`src/rtl/spi_slave_pkg.sv`:
```
// Shared types and defaults for the SPI slave data path.
package spi_slave_pkg;

    localparam int unsigned SPI_DATA_W = 8;

    typedef enum logic [1:0] {
        IDLE,
        SHIFT,
        DONE
    } spi_state_e;

endpackage

```
`src/rtl/spi_slave_shifter.sv`:
```
// SPI slave RX/TX shift registers with RX valid/ready holding register and TX holding register.
// Define SPI_LSB_FIRST_EN for LSB-first shifting; MSB-first otherwise.
module spi_slave_shifter
    import spi_slave_pkg::*;
#(
    parameter int unsigned N = SPI_DATA_W
) (
    input  logic         clk_c,
    input  logic         reset_rn,
    input  logic         cs_ni,
    input  logic         mosi_i,
    input  logic         last_bit_i,
    input  logic [N-1:0] tx_data_i,
    input  logic         tx_load_i,
    output logic         tx_full_o,
    output logic         miso_o,
    output logic [N-1:0] rx_data_o,
    output logic         rx_valid_o,
    input  logic         rx_ready_i,
    input  logic         ovr_clr_i,
    output logic         overrun_o
);

    spi_state_e   state;
    logic [N-1:0] rx_shift;
    logic [N-1:0] tx_shift;
    logic [N-1:0] tx_hold;

    logic [N-1:0] rx_next;
    logic [N-1:0] tx_next;
    logic [N-1:0] tx_preload;
    logic         terminal;
    logic         shift_edge;
    logic         byte_start;
    logic         tx_accept;

    assign terminal   = !cs_ni && (state == SHIFT) && last_bit_i;
    assign shift_edge = !cs_ni && !terminal;
    assign byte_start = shift_edge && (state != SHIFT);
    // A byte start consumes the held TX byte, which frees the slot for a same-edge load.
    assign tx_accept  = tx_load_i && (!tx_full_o || byte_start);
    assign tx_preload = tx_full_o ? tx_hold : '0;

`ifdef SPI_LSB_FIRST_EN
    assign rx_next = {mosi_i, rx_shift[N-1:1]};
    assign tx_next = tx_shift >> 1;
    assign miso_o  = tx_shift[0];
`else
    assign rx_next = {rx_shift[N-2:0], mosi_i};
    assign tx_next = tx_shift << 1;
    assign miso_o  = tx_shift[N-1];
`endif

    always_ff @(posedge clk_c or negedge reset_rn) begin
        if (!reset_rn) begin
            state      <= IDLE;
            rx_shift   <= '0;
            tx_shift   <= '0;
            tx_hold    <= '0;
            tx_full_o  <= 1'b0;
            rx_data_o  <= '0;
            rx_valid_o <= 1'b0;
            overrun_o  <= 1'b0;
        end else begin
            if (tx_accept) begin
                tx_hold   <= tx_data_i;
                tx_full_o <= 1'b1;
            end else if (byte_start) begin
                tx_full_o <= 1'b0;
            end

            if (cs_ni) begin
                state    <= IDLE;
                rx_shift <= '0;
                tx_shift <= tx_preload;
            end else if (terminal) begin
                state    <= DONE;
                tx_shift <= tx_preload;
            end else begin
                state    <= SHIFT;
                rx_shift <= rx_next;
                tx_shift <= tx_next;
            end

            if (terminal) begin
                if (!rx_valid_o || rx_ready_i) begin
                    rx_data_o  <= rx_shift;
                    rx_valid_o <= 1'b1;
                end
            end else if (rx_ready_i) begin
                rx_valid_o <= 1'b0;
            end

            // A dropped byte sets the flag even when a clear arrives on the same edge.
            if (terminal && rx_valid_o && !rx_ready_i) begin
                overrun_o <= 1'b1;
            end else if (ovr_clr_i) begin
                overrun_o <= 1'b0;
            end
        end
    end

endmodule

```
`config.mk`:
```
export PLATFORM = sky130hd
export DESIGN_NAME = spi_slave_shifter
export DESIGN_NICKNAME = d
export VERILOG_FILES = /design/src/rtl/spi_slave_pkg.sv /design/src/rtl/spi_slave_shifter.sv
export SDC_FILE = /design/constraint.sdc
export NUM_CORES = 1
export LEC_CHECK = 0
export BUFFER_PORTS_ARGS = -buffer_cell sky130_fd_sc_hd__buf_2
export CORE_ASPECT_RATIO = 0.6
export CORE_MARGIN = 1
export CORE_UTILIZATION = 25
export CTS_CLUSTER_DIAMETER = 60
export DETAILED_ROUTE_END_ITERATION = 6
export SLEW_MARGIN = 20
export SYNTH_ARGS = -nofsm -noshare
export SYNTH_HDL_FRONTEND = slang
export SYNTH_SLANG_ARGS = --single-unit
```
`constraint.sdc`:
```
create_clock -name clk_c -period 1.14 [get_ports clk_c]
set_input_delay 0.114 -clock clk_c [delete_from_list [all_inputs] [get_ports clk_c]]
set_output_delay 0.114 -clock clk_c [all_outputs]
set_load 0.05 [all_outputs]
```
# ---- After elaboration in Yosys (flattened, before gate mapping)
# Cells that the tools add are included.
dict set report word_totals {
  word_cells 45
  in_bits 16
  output_inout_bits 12
  regBits 37
}
dict set report op_classes {
  mux 14
  n_eq_ne 4
  reduce_logical 19
}
# op count
set ops {}
lappend ops {{$mux W8} 5}
lappend ops {{$logic_and A1 B1 Y1} 7}
lappend ops {{$mux W1} 7}
lappend ops {{$reduce_bool A2 Y1} 3}
lappend ops {{$logic_not A1 Y1} 5}
lappend ops {{$mux W2} 2}
lappend ops {{$ne A2 B1 Y1 const B} 2}
lappend ops {{$reduce_and A2 Y1} 2}
lappend ops {{$eq A2 B1 Y1 const B} 1}
lappend ops {{$logic_or A1 B1 Y1} 2}
lappend ops {{$ne A2 B2 Y1 const B} 1}

# ---- Longest topological paths before layout
# Gate-level depths: netlist of run 1.
dict set report depth {
  ltp_word 9
  ltp_mapped 4
  ltp_nobuf 3
}

# ---- Worst setup path after synthesis of run 1
# OpenSTA, ideal clock, no wires.
dict set report synth_timing {
  path_kind {reg2reg}
  start {register tx_full_o}
  end {register tx_hold[0]}
  path_slack_ns -0.411
  path_stages_with_launch 4
  path_buffers 1
  setup_ns 0.125
  t_arrival_ns 1.426
  required_time_ns 1.015
  synth_period_minus_slack_ns 1.551
  path_cell_list {dfrtp_1 buf_2 o22ai_4 mux2_2}
}
dict set report synth_between {
  elab_chain_cells 3
}
# element line_no
set synth_lines {}
lappend synth_lines {{start, declared} spi_slave_shifter.sv:15} ;# output logic tx_full_o,
lappend synth_lines {{start signal, assigned} spi_slave_shifter.sv:60} ;# tx_full_o <= 1'b0;
lappend synth_lines {{start signal, assigned} spi_slave_shifter.sv:67} ;# tx_full_o <= 1'b1;
lappend synth_lines {{start signal, assigned} spi_slave_shifter.sv:69} ;# tx_full_o <= 1'b0;
lappend synth_lines {{$logic_not A1 Y1} spi_slave_shifter.sv:41} ;# assign tx_accept = tx_load_i && (!tx_full_o || byte_start);
lappend synth_lines {{$logic_or A1 B1 Y1} spi_slave_shifter.sv:41}
lappend synth_lines {{$logic_and A1 B1 Y1} spi_slave_shifter.sv:41}
lappend synth_lines {{end signal, assigned} spi_slave_shifter.sv:66} ;# tx_hold <= tx_data_i;
lappend synth_lines {{end, declared} spi_slave_shifter.sv:27} ;# logic [N-1:0] tx_hold;
# No other way between the ends.
# A chain may end at the register's enable or synchronous reset.

# ---- Worst setup path after layout of run 1
dict set report layout_timing {
  start {register state[1]}
  end {register rx_data_o[7]}
}
dict set report layout_between {
  elab_chain_cells 4
}
# element line_no
set layout_lines {}
lappend layout_lines {{start, declared} spi_slave_shifter.sv:24} ;# spi_state_e state;
lappend layout_lines {{start signal, assigned} spi_slave_shifter.sv:56} ;# state <= IDLE;
lappend layout_lines {{start signal, assigned} spi_slave_shifter.sv:73} ;# state <= IDLE;
lappend layout_lines {{start signal, assigned} spi_slave_shifter.sv:77} ;# state <= DONE;
lappend layout_lines {{$eq A2 B1 Y1} spi_slave_shifter.sv:37} ;# assign terminal = !cs_ni && (state == SHIFT) && last_bit_i;
lappend layout_lines {{$logic_and A1 B1 Y1 (2 in a row)} spi_slave_shifter.sv:37}
lappend layout_lines {{$reduce_and A2 Y1 (no source line)} -}
lappend layout_lines {{end signal, assigned} spi_slave_shifter.sv:87} ;# rx_data_o <= rx_shift;
lappend layout_lines {{end, declared} spi_slave_shifter.sv:17} ;# output logic [N-1:0] rx_data_o,
# No other way between the ends.

==> results of run 1 <==
-- cell families after synthesis --
family,synth area share
mux,0.190
flops,0.629
buf+inv,0.0374
simple gates,0.0689
compound gates,0.0740
-- what timing repair did --
action                                  CTS  global route
endpoints found under the hold margin    37             1
hold buffers                              1             1
pin swaps                                 9             1
setup buffers                             3             2
gates resized for setup                  17             3
endpoints found under the setup margin   35            35
-- routing by layer --
layer  global-route usage  routed length [um]
met1                0.139                1430
met2                0.135                1100
met3               0.0329                  97
met4               0.0683                  45
met5                    0                   0
-- flip-flops by register name, summed over array words and instances (netlist names) --
| name | flops |
|---|---|
| overrun_o | 1 |
| rx_data_o | 8 |
| tx_shift | 8 |
| state | 2 |
| tx_hold | 8 |
| tx_full_o | 1 |
| rx_valid_o | 1 |
| rx_shift | 8 |
-- where the power goes --
group / switching, mW / leakage, nW / internal, mW
Combinational: 0.304 / 0.498 / 0.294
Clock: 0.434 / 0.0450 / 0.423
Sequential: 0.0700 / 0.475 / 1.47
Total: 0.807 / 1.02 / 2.19
-- cell usage in the layout (no fill, tap or decap), drive strengths merged --
cell type / Yosys / final
a21oi: 1 / 1
a22o: 8 / 8
and4bb: 1 / 1
buf: 3 / 39
clkbuf: 0 / 6
clkinv: 0 / 2
dfrtp: 37 / 37
dlygate4sd3: 0 / 2
inv: 9 / 9
mux2: 16 / 16
mux2i: 7 / 7
nand2: 10 / 10
nand2b: 3 / 3
nand3b: 1 / 1
nor2: 1 / 1
nor2b: 1 / 1
o21ai: 2 / 2
o22ai: 1 / 1
-- worst paths after layout --
kind,from,end,slack [ns],cells after the start
max,state[1],rx_data_o[7],-0.15,3
min,tx_data_i[0],tx_hold[0],0.07,2
max reg2reg,state[1],rx_data_o[7],-0.15,3
min reg2reg,tx_shift[1],tx_shift[2],0.49,2
max in group asynchronous,reset_rn,tx_full_o,0.62,3
min in group asynchronous,reset_rn,rx_data_o[0],0.31,3
-- final cells by class --
type / instances / area (um^2)
clock inverter: 2 / 10.0
inverter: 9 / 33.8
fill: 592 / 3640
clock buffer: 6 / 72.6
timing repair buffer: 41 / 305
multi-input combinational: 52 / 531
tap: 80 / 100
sequential: 37 / 928
-- worst max-delay path: stages, from the launching register on --
cell,delay (ns)
dfrtp_1,0.40
and4bb_2,0.34
nand2_4,0.12
mux2_4,0.32
==> metrics.cfg, run 1 <==
[status]
status=finished with violations
violations=negative setup slack

[detailed_routing]
first_iter_violations=15
dr.pass1.iters=4
via_per_inst=3.93
wl_mm=2.67
ant_nets=0
route.detailed.drc=0
avgRoutedWirePerCell_um=11.7
num_vias=893

[critical_path]
cp_data_arrival_time_ns=1.46
crit_fanout=8
cp-start-kind=flip-flop
cp-end-kind=flip-flop
crit_type=flip-flop to flip-flop
critPathRequiredTime_ns=1.31

[final_layout]
diodes=0
drive_above_1_share=0.476
syn2layout_area_growth_pct=34.6
fin_util=0.352
fin_nets=162
layoutNonFillerInstCount=227
fin_area_mm2=0.00198

[floorplan]
die_w_um=101
die_area_mm2=0.00621
num_io_pins=28
core_area_mm2=0.00562
initial_utilization=0.262
placementRows=21
die_height_um=61.4

[sta]
fmax_mhz=773
worst_slack_ns=-0.154
worstMarginPinSlew_ns=0.254
period_share=1.14
setup_viol=26
grt_setup_unrepaired=true
skew_ns=0.00631
finalHoldViolCount=0
finalMaxSlewViolations=0
fin_crit_ns=1.29
relSlewSlack=0.832
tns_ns=-2.18
hold_slack_ns=0.0671

[placement]
gp_congestion=0.668
dp_worst_setup_slack_ns=-0.151
io_buffers=27
dp_hpwl_mm=1.81
dp_cells=214
placed_area_mm2=0.00178

[clocking]
cts_root_buffer=clkbuf_8
cts_tree=done
cts.clk_slew.worst_paths_ns=0.07
cts_made_buffers=5
clk_latency_ns=0.28
cts_buffer_depth=2
htreeDepth=2
clkSinkCount=37

[yosys]
synth_area_leader_cell=dfrtp_1
ys_types=18
ys_ff_latch=37
synth_ff_type=dfrtp_1
synth_commonest_cells=dfrtp_1 (37), inv_1 (9), nand2_1 (9)
synthCells=101
synth_area_leaders=dfrtp_1 (63%), mux2_4 (8.2%), mux2_2 (6.1%), a22o_1 (4.8%), mux2i_1 (4.8%)
yosys_warnings=0
synth_top_area_share=0.629
ys_async_sr_fraction=1.00
synth-edff-count=0
synth_fp_nets=117
synth.most_common_cell=dfrtp_1
synthesis.area_mm2=0.00147
yosysSeqAreaShare=0.629
syn_avg_cell_area_um2=14.6

[global_routing]
antenna_found_initial=0
first_global_vias=881
grt_max_degree=38
grt_pass1_wl_mm=4.48
grt_overflow_total=0
track_usage=0.101

[hold_path]
hold_path_class=input port to flip-flop

[power]
p_total_mw=3.00
irDropWorstVdd_mv=0.469
pwr_density_cell_mw_per_mm2=1510
p_leak_nw=1.02

[job]
cap_violations=0

No activity file was read; power rests on OpenSTA's default activity.
==> inputs of run 2 (changes only) <==
--- a/config.mk
+++ b/config.mk
@@ -6,11 +6,14 @@
 export NUM_CORES = 1
 export LEC_CHECK = 0
 export BUFFER_PORTS_ARGS = -buffer_cell sky130_fd_sc_hd__buf_2
+export CELL_PAD_IN_SITES_DETAIL_PLACEMENT = 1
+export CELL_PAD_IN_SITES_GLOBAL_PLACEMENT = 2
 export CORE_ASPECT_RATIO = 0.6
 export CORE_MARGIN = 1
-export CORE_UTILIZATION = 25
+export CORE_UTILIZATION = 33
 export CTS_CLUSTER_DIAMETER = 60
 export DETAILED_ROUTE_END_ITERATION = 6
+export PLACE_DENSITY_LB_ADDON = 0.1
 export SLEW_MARGIN = 20
 export SYNTH_ARGS = -nofsm -noshare
 export SYNTH_HDL_FRONTEND = slang
==> metrics.cfg, run 2 (same netlist as run 1, synthesis figures left out) <==
[sta]
relSlewSlack=0.731  ; -0.101
finalHoldViolCount=0  ; unchanged
hold_slack_ns=0.0675  ; +0.000447 ns
setup_viol=33  ; +27%
tns_ns=-4.96  ; -2.78 ns
worstMarginPinSlew_ns=0.404  ; +0.150 ns
grt_setup_unrepaired=true
fmax_mhz=726  ; -6.0%
period_share=1.21  ; +0.0726
worst_slack_ns=-0.237  ; -0.0827 ns
finalMaxSlewViolations=0  ; unchanged
skew_ns=0.00359  ; -0.00272 ns
fin_crit_ns=1.38  ; +0.0827 ns

[placement]
dp_worst_setup_slack_ns=-0.323  ; -0.171 ns
io_buffers=27  ; unchanged
gp_congestion=0.686  ; +2.8%
dp_cells=194  ; -9.3%
dp_hpwl_mm=2.12  ; +18%
placed_area_mm2=0.00176  ; -1.4%

[clocking]
cts.clk_slew.worst_paths_ns=0.07  ; about the same
cts_buffer_depth=2  ; unchanged
cts_root_buffer=clkbuf_8
clk_latency_ns=0.27  ; about the same
cts_made_buffers=5  ; unchanged
clkSinkCount=37  ; unchanged
cts_tree=done
htreeDepth=2  ; unchanged

[critical_path]
crit_type=flip-flop to flip-flop
cp_data_arrival_time_ns=1.54  ; +0.08 ns
crit_fanout=3  ; -5
cp-end-kind=flip-flop
critPathRequiredTime_ns=1.30  ; about the same
cp-start-kind=flip-flop

[global_routing]
grt_max_degree=18  ; -53%
grt_overflow_total=0  ; unchanged
track_usage=0.142  ; +0.0415
first_global_vias=939  ; +6.6%
antenna_found_initial=0  ; unchanged
grt_pass1_wl_mm=4.71  ; +5.2%

[detailed_routing]
dr.pass1.iters=4  ; unchanged
first_iter_violations=16  ; +1
wl_mm=2.96  ; +11%
avgRoutedWirePerCell_um=14.2  ; +21%
num_vias=903  ; +1.1%
route.detailed.drc=0  ; unchanged
via_per_inst=4.34  ; +10%
ant_nets=0  ; unchanged

[floorplan]
placementRows=18  ; -14%
die_w_um=88.2  ; -13%
num_io_pins=28  ; unchanged
initial_utilization=0.351  ; +0.0896
die_area_mm2=0.00474  ; -24%
core_area_mm2=0.00419  ; -26%
die_height_um=53.7  ; -13%

[power]
p_leak_nw=1.02  ; -0.12%
p_total_mw=3.00  ; +0.28%
pwr_density_cell_mw_per_mm2=1540  ; +1.6%
irDropWorstVdd_mv=0.656  ; +40%

[job]
cap_violations=0  ; unchanged

[final_layout]
layout_commonest_cell=dfrtp_1
fin_area_mm2=0.00196  ; -1.3%
layoutNonFillerInstCount=208  ; -8.4%
final_cell_mix=dfrtp_1 (35), buf_2 (26), mux2_4 (16), nand2_1 (9), inv_1 (9)
drive_above_1_share=0.459  ; -0.0167
diodes=0  ; unchanged
fin_nets=163  ; +0.62%
syn2layout_area_growth_pct=32.9
fin_util=0.467  ; +0.115

[hold_path]
hold_path_class=input port to flip-flop

[status]
status=finished with violations
violations=negative setup slack

==> run 2: per-layer routing <==
layer / vias to the layer above / part of all wire / track usage
li1: 435 / - / -
met1: 446 / 0.50 / 0.196
met2: 20 / 0.45 / 0.213
met3: 2 / 0.049 / 0.0506
met4: 0 / 0.0024 / 0.0403
met5: - / 0 / 0
==> run 2: what timing repair did <==
| action | CTS | global route |
|---|---|---|
| setup buffers | 2 | 3 |
| resized for setup | 18 | 2 |
| gates cloned | 0 | 0 |
| hold buffers | 2 | 0 |
| hold endpoints to repair | 16 | 0 |
| pin swaps | 2 | 0 |
| setup endpoints to repair | 36 | 35 |
==> run 2: worst paths after layout <==
path / startpoint / to / slack (ns) / cells past startpoint
max: state[0] / tx_hold[3] / -0.24 / 5
min: tx_data_i[5] / tx_hold[5] / 0.07 / 2
max reg2reg: state[0] / tx_hold[3] / -0.24 / 5
min reg2reg: tx_shift[3] / tx_shift[4] / 0.50 / 2
max in group asynchronous: reset_rn / rx_data_o[7] / 0.32 / 3
min in group asynchronous: reset_rn / rx_data_o[0] / 0.29 / 2
==> run 2: layout make-up <==
| type | count | area [um^2] |
|---|---|---|
| tap | 60 | 75.1 |
| multi-input combinational | 52 | 528 |
| fill | 465 | 2230 |
| clock buffer | 8 | 80.1 |
| timing repair buffer | 42 | 310 |
| inverter | 9 | 33.8 |
| sequential | 37 | 928 |
==> run 2: worst max-delay path: stages, from the launching register on <==
cell,delay (ns)
dfrtp_1,0.38
nor2b_4,0.14
buf_12,0.12
o22ai_4,0.17
buf_6,0.16
mux2_4,0.29
==> run 2: report_power, final <==
group | total [mW] | switching [mW] | internal (mW)
Combinational | 0.607 | 0.310 | 0.297
Clock | 0.845 | 0.411 | 0.434
Sequential | 1.55 | 0.0807 | 1.47
==> inputs of run 3 (changes only) <==
--- a/config.mk
+++ b/config.mk
@@ -5,12 +5,13 @@
 export SDC_FILE = /design/constraint.sdc
 export NUM_CORES = 1
 export LEC_CHECK = 0
+export ABC_AREA = 1
 export BUFFER_PORTS_ARGS = -buffer_cell sky130_fd_sc_hd__buf_2
 export CELL_PAD_IN_SITES_DETAIL_PLACEMENT = 1
 export CELL_PAD_IN_SITES_GLOBAL_PLACEMENT = 2
 export CORE_ASPECT_RATIO = 0.6
-export CORE_MARGIN = 1
-export CORE_UTILIZATION = 33
+export CORE_MARGIN = 5
+export CORE_UTILIZATION = 29
 export CTS_CLUSTER_DIAMETER = 60
 export DETAILED_ROUTE_END_ITERATION = 6
 export PLACE_DENSITY_LB_ADDON = 0.1
==> metrics.cfg, run 3 <==
[sta]
grt_setup_unrepaired=true
setup_viol=0  ; -100%
finalHoldViolCount=0  ; unchanged
worstMarginPinSlew_ns=0.327  ; -0.0772 ns
skew_ns=0.00239  ; -0.00120 ns
worst_slack_ns=0.0104  ; +0.247 ns
fin_crit_ns=1.13  ; -0.247 ns
fmax_mhz=885  ; +22%
relSlewSlack=0.782  ; +0.0514
period_share=0.991  ; -0.217
finalMaxSlewViolations=0  ; unchanged

[critical_path]
r2r-start=state[1]
cp-end-kind=flip-flop
crit_type=flip-flop to flip-flop
reg2reg_depth=7  ; +2
crit_fanout=6  ; +3
cp_data_arrival_time_ns=1.31  ; -0.23 ns
critPathRequiredTime_ns=1.32  ; +0.02 ns
reg2reg_to=tx_shift[6]
ff2ff_setup_slack_ns=0.01  ; +0.25 ns
cp-start-kind=flip-flop

[yosys]
ys_ff_latch=37  ; unchanged
yosysSeqAreaShare=0.623  ; -0.00583
ys_types=16  ; -2
synth_area_leaders=dfrtp_1 (62%), nand2_1 (23%), nand3_1 (3.7%), inv_1 (2.8%), nor2_4 (2.3%)
synth.most_common_cell=nand2_1
synth_area_leader_cell=dfrtp_1
synth-edff-count=0  ; unchanged
yosys_warnings=0  ; unchanged
synth_commonest_cells=nand2_1 (92), dfrtp_1 (37), inv_1 (11), nand3_1 (11)
syn_avg_cell_area_um2=8.89  ; -39%
synthCells=167  ; +65%
synth_top_area_share=0.623  ; -0.00583
synth_ff_type=dfrtp_1
ys_async_sr_fraction=1.00  ; unchanged
synthesis.area_mm2=0.00149  ; +0.94%
synth_fp_nets=183  ; +56%

[detailed_routing]
num_vias=1183  ; +31%
met3_length_um=159  ; +9.7%
route.detailed.drc=0  ; unchanged
first_iter_violations=16  ; unchanged
met2_wirelength_mm=1.55  ; +16%
wl_mm=3.55  ; +20%
ant_nets=0  ; unchanged
highest_layer=met4
avgRoutedWirePerCell_um=12.9  ; -9.3%
dr.pass1.iters=4  ; unchanged
via_per_inst=4.30  ; -0.91%
met1_length_mm=1.78  ; +21%

[clocking]
clk_latency_ns=0.29  ; +0.02 ns
cts_root_buffer=clkbuf_8
cts_made_buffers=5  ; unchanged
clkSinkCount=37  ; unchanged
cts_tree=done
cts.clk_slew.worst_paths_ns=0.07  ; about the same
cts_buffer_depth=2  ; unchanged
htreeDepth=2  ; unchanged

[final_layout]
syn2layout_area_growth_pct=36.6
layoutNonFillerInstCount=275  ; +32%
fin_nets=224  ; +37%
layout_commonest_cell=nand2_1
final_cell_mix=nand2_1 (71), dfrtp_1 (35), buf_2 (26), nand2_2 (18), nand3_1 (11)
num-fill-cells=596  ; +28%
diodes=0  ; unchanged
drive_above_1_share=0.368  ; -0.0910
fin_area_mm2=0.00203  ; +3.8%

[global_routing]
grt_overflow_total=0  ; unchanged
grt_max_degree=26  ; +8
antenna_found_initial=0  ; unchanged
first_global_vias=1288  ; +37%
track_usage=0.117  ; -0.0255
grt_pass1_wl_mm=5.96  ; +27%

[placement]
dp_hpwl_mm=2.54  ; +20%
gp_congestion=0.741  ; +7.9%
placed_area_mm2=0.00178  ; +1.1%
dp_cells=263  ; +36%
dp_worst_setup_slack_ns=-0.0515  ; +0.271 ns
io_buffers=27  ; unchanged

[floorplan]
initial_utilization=0.297  ; -0.0545
die_area_mm2=0.00670  ; +41%
num_io_pins=28  ; unchanged
die_w_um=102  ; +16%
die_height_um=65.4  ; +22%
placementRows=20  ; +2
core_area_mm2=0.00500  ; +19%

[job]
cap_violations=0  ; unchanged

[hold_path]
min_to=overrun_o
hold_path_depth=2  ; unchanged
hp-start=ovr_clr_i
hold_path_class=input port to flip-flop

[power]
p_total_mw=3.10  ; +3.2%
pwr_density_cell_mw_per_mm2=1530  ; -0.59%
p_leak_nw=1.14  ; +13%
irDropWorstVdd_mv=0.451  ; -31%

[status]
status=complete, no violations

[run 3: cell families (layout without fill, tap and decap cells)]
group                  Yosys count  count (layout)  synth area share
AO/OA/AOI/OAI                    3               3            0.0126
AND/OR/NAND/NOR                111             111             0.315
buffers and inverters           16              58            0.0489
flip-flops                      37              37             0.623
[run 3: worst max-delay path, stage by stage, from the launching register on]
cell and delay (ns):
dfrtp_1 0.38, inv_2 0.07, nand2_4 0.06, nor2_4 0.17, nor2_4 0.08, clkbuf_16 0.16
nand2_2 0.05, nand2_1 0.05
[run 3: worst max-delay path by stage]
stage,end,startpoint
3_3_place_gp,tx_hold[2],state[0]
3_5_place_dp,tx_hold[2],state[0]
4_1_cts,rx_shift[1],state[1]
2_1_floorplan,tx_hold[0],tx_full_o
6_report,tx_shift[6],state[1]
5_1_grt,rx_data_o[2],state[1]
[run 3: final cells by class]
type                    instances  area (um^2)  share of cell area
clock inverters                 2         10.0             0.00493
multi-input cells             114          581               0.286
repair buffers                 38          310               0.153
clock buffers                   6         72.6              0.0358
flip-flops and latches         37          928               0.457
inverters                      12         45.0              0.0222
well taps                      66         82.6              0.0407
[run 3: what timing repair did]
action                                  in CTS  in global routing
endpoints found under the setup margin      26                 29
gates resized for setup                      3                 28
pin swaps                                    1                  7
endpoints found under the hold margin       12                  0
gates cloned                                 0                  1
hold buffers                                 1                  0
buffers inserted                             2                  0
[run 3: per-stage QoR]
| step | util | hold slack [ns] | setup TNS, ns |
|---|---|---|---|
| 2_1_floorplan | - | -0.182 | 0 |
| 3_3_place_gp | 0.355 | 0.0318 | -0.132 |
| 3_5_place_dp | 0.355 | 0.0339 | -0.580 |
| 4_1_cts | 0.383 | 0.0133 | 0 |
| 5_1_grt | 0.406 | 0.0152 | -1.03 |
| 6_report | 0.406 | 0.0193 | 0 |
[run 3: layer usage]
| layer | GRT usage | up-vias |
|---|---|---|
| met5 | 0 | - |
| met4 | 0.0491 | 0 |
| met3 | 0.0361 | 8 |
| met2 | 0.185 | 19 |
| met1 | 0.148 | 570 |
| li1 | - | 586 |
[run 3: report_power, final]
part	switching, mW	internal [mW]	leakage [nW]
registers	0.0932	1.47	0.485
logic	0.405	0.254	0.614
clock network	0.455	0.424	0.0450
total	0.953	2.15	1.14
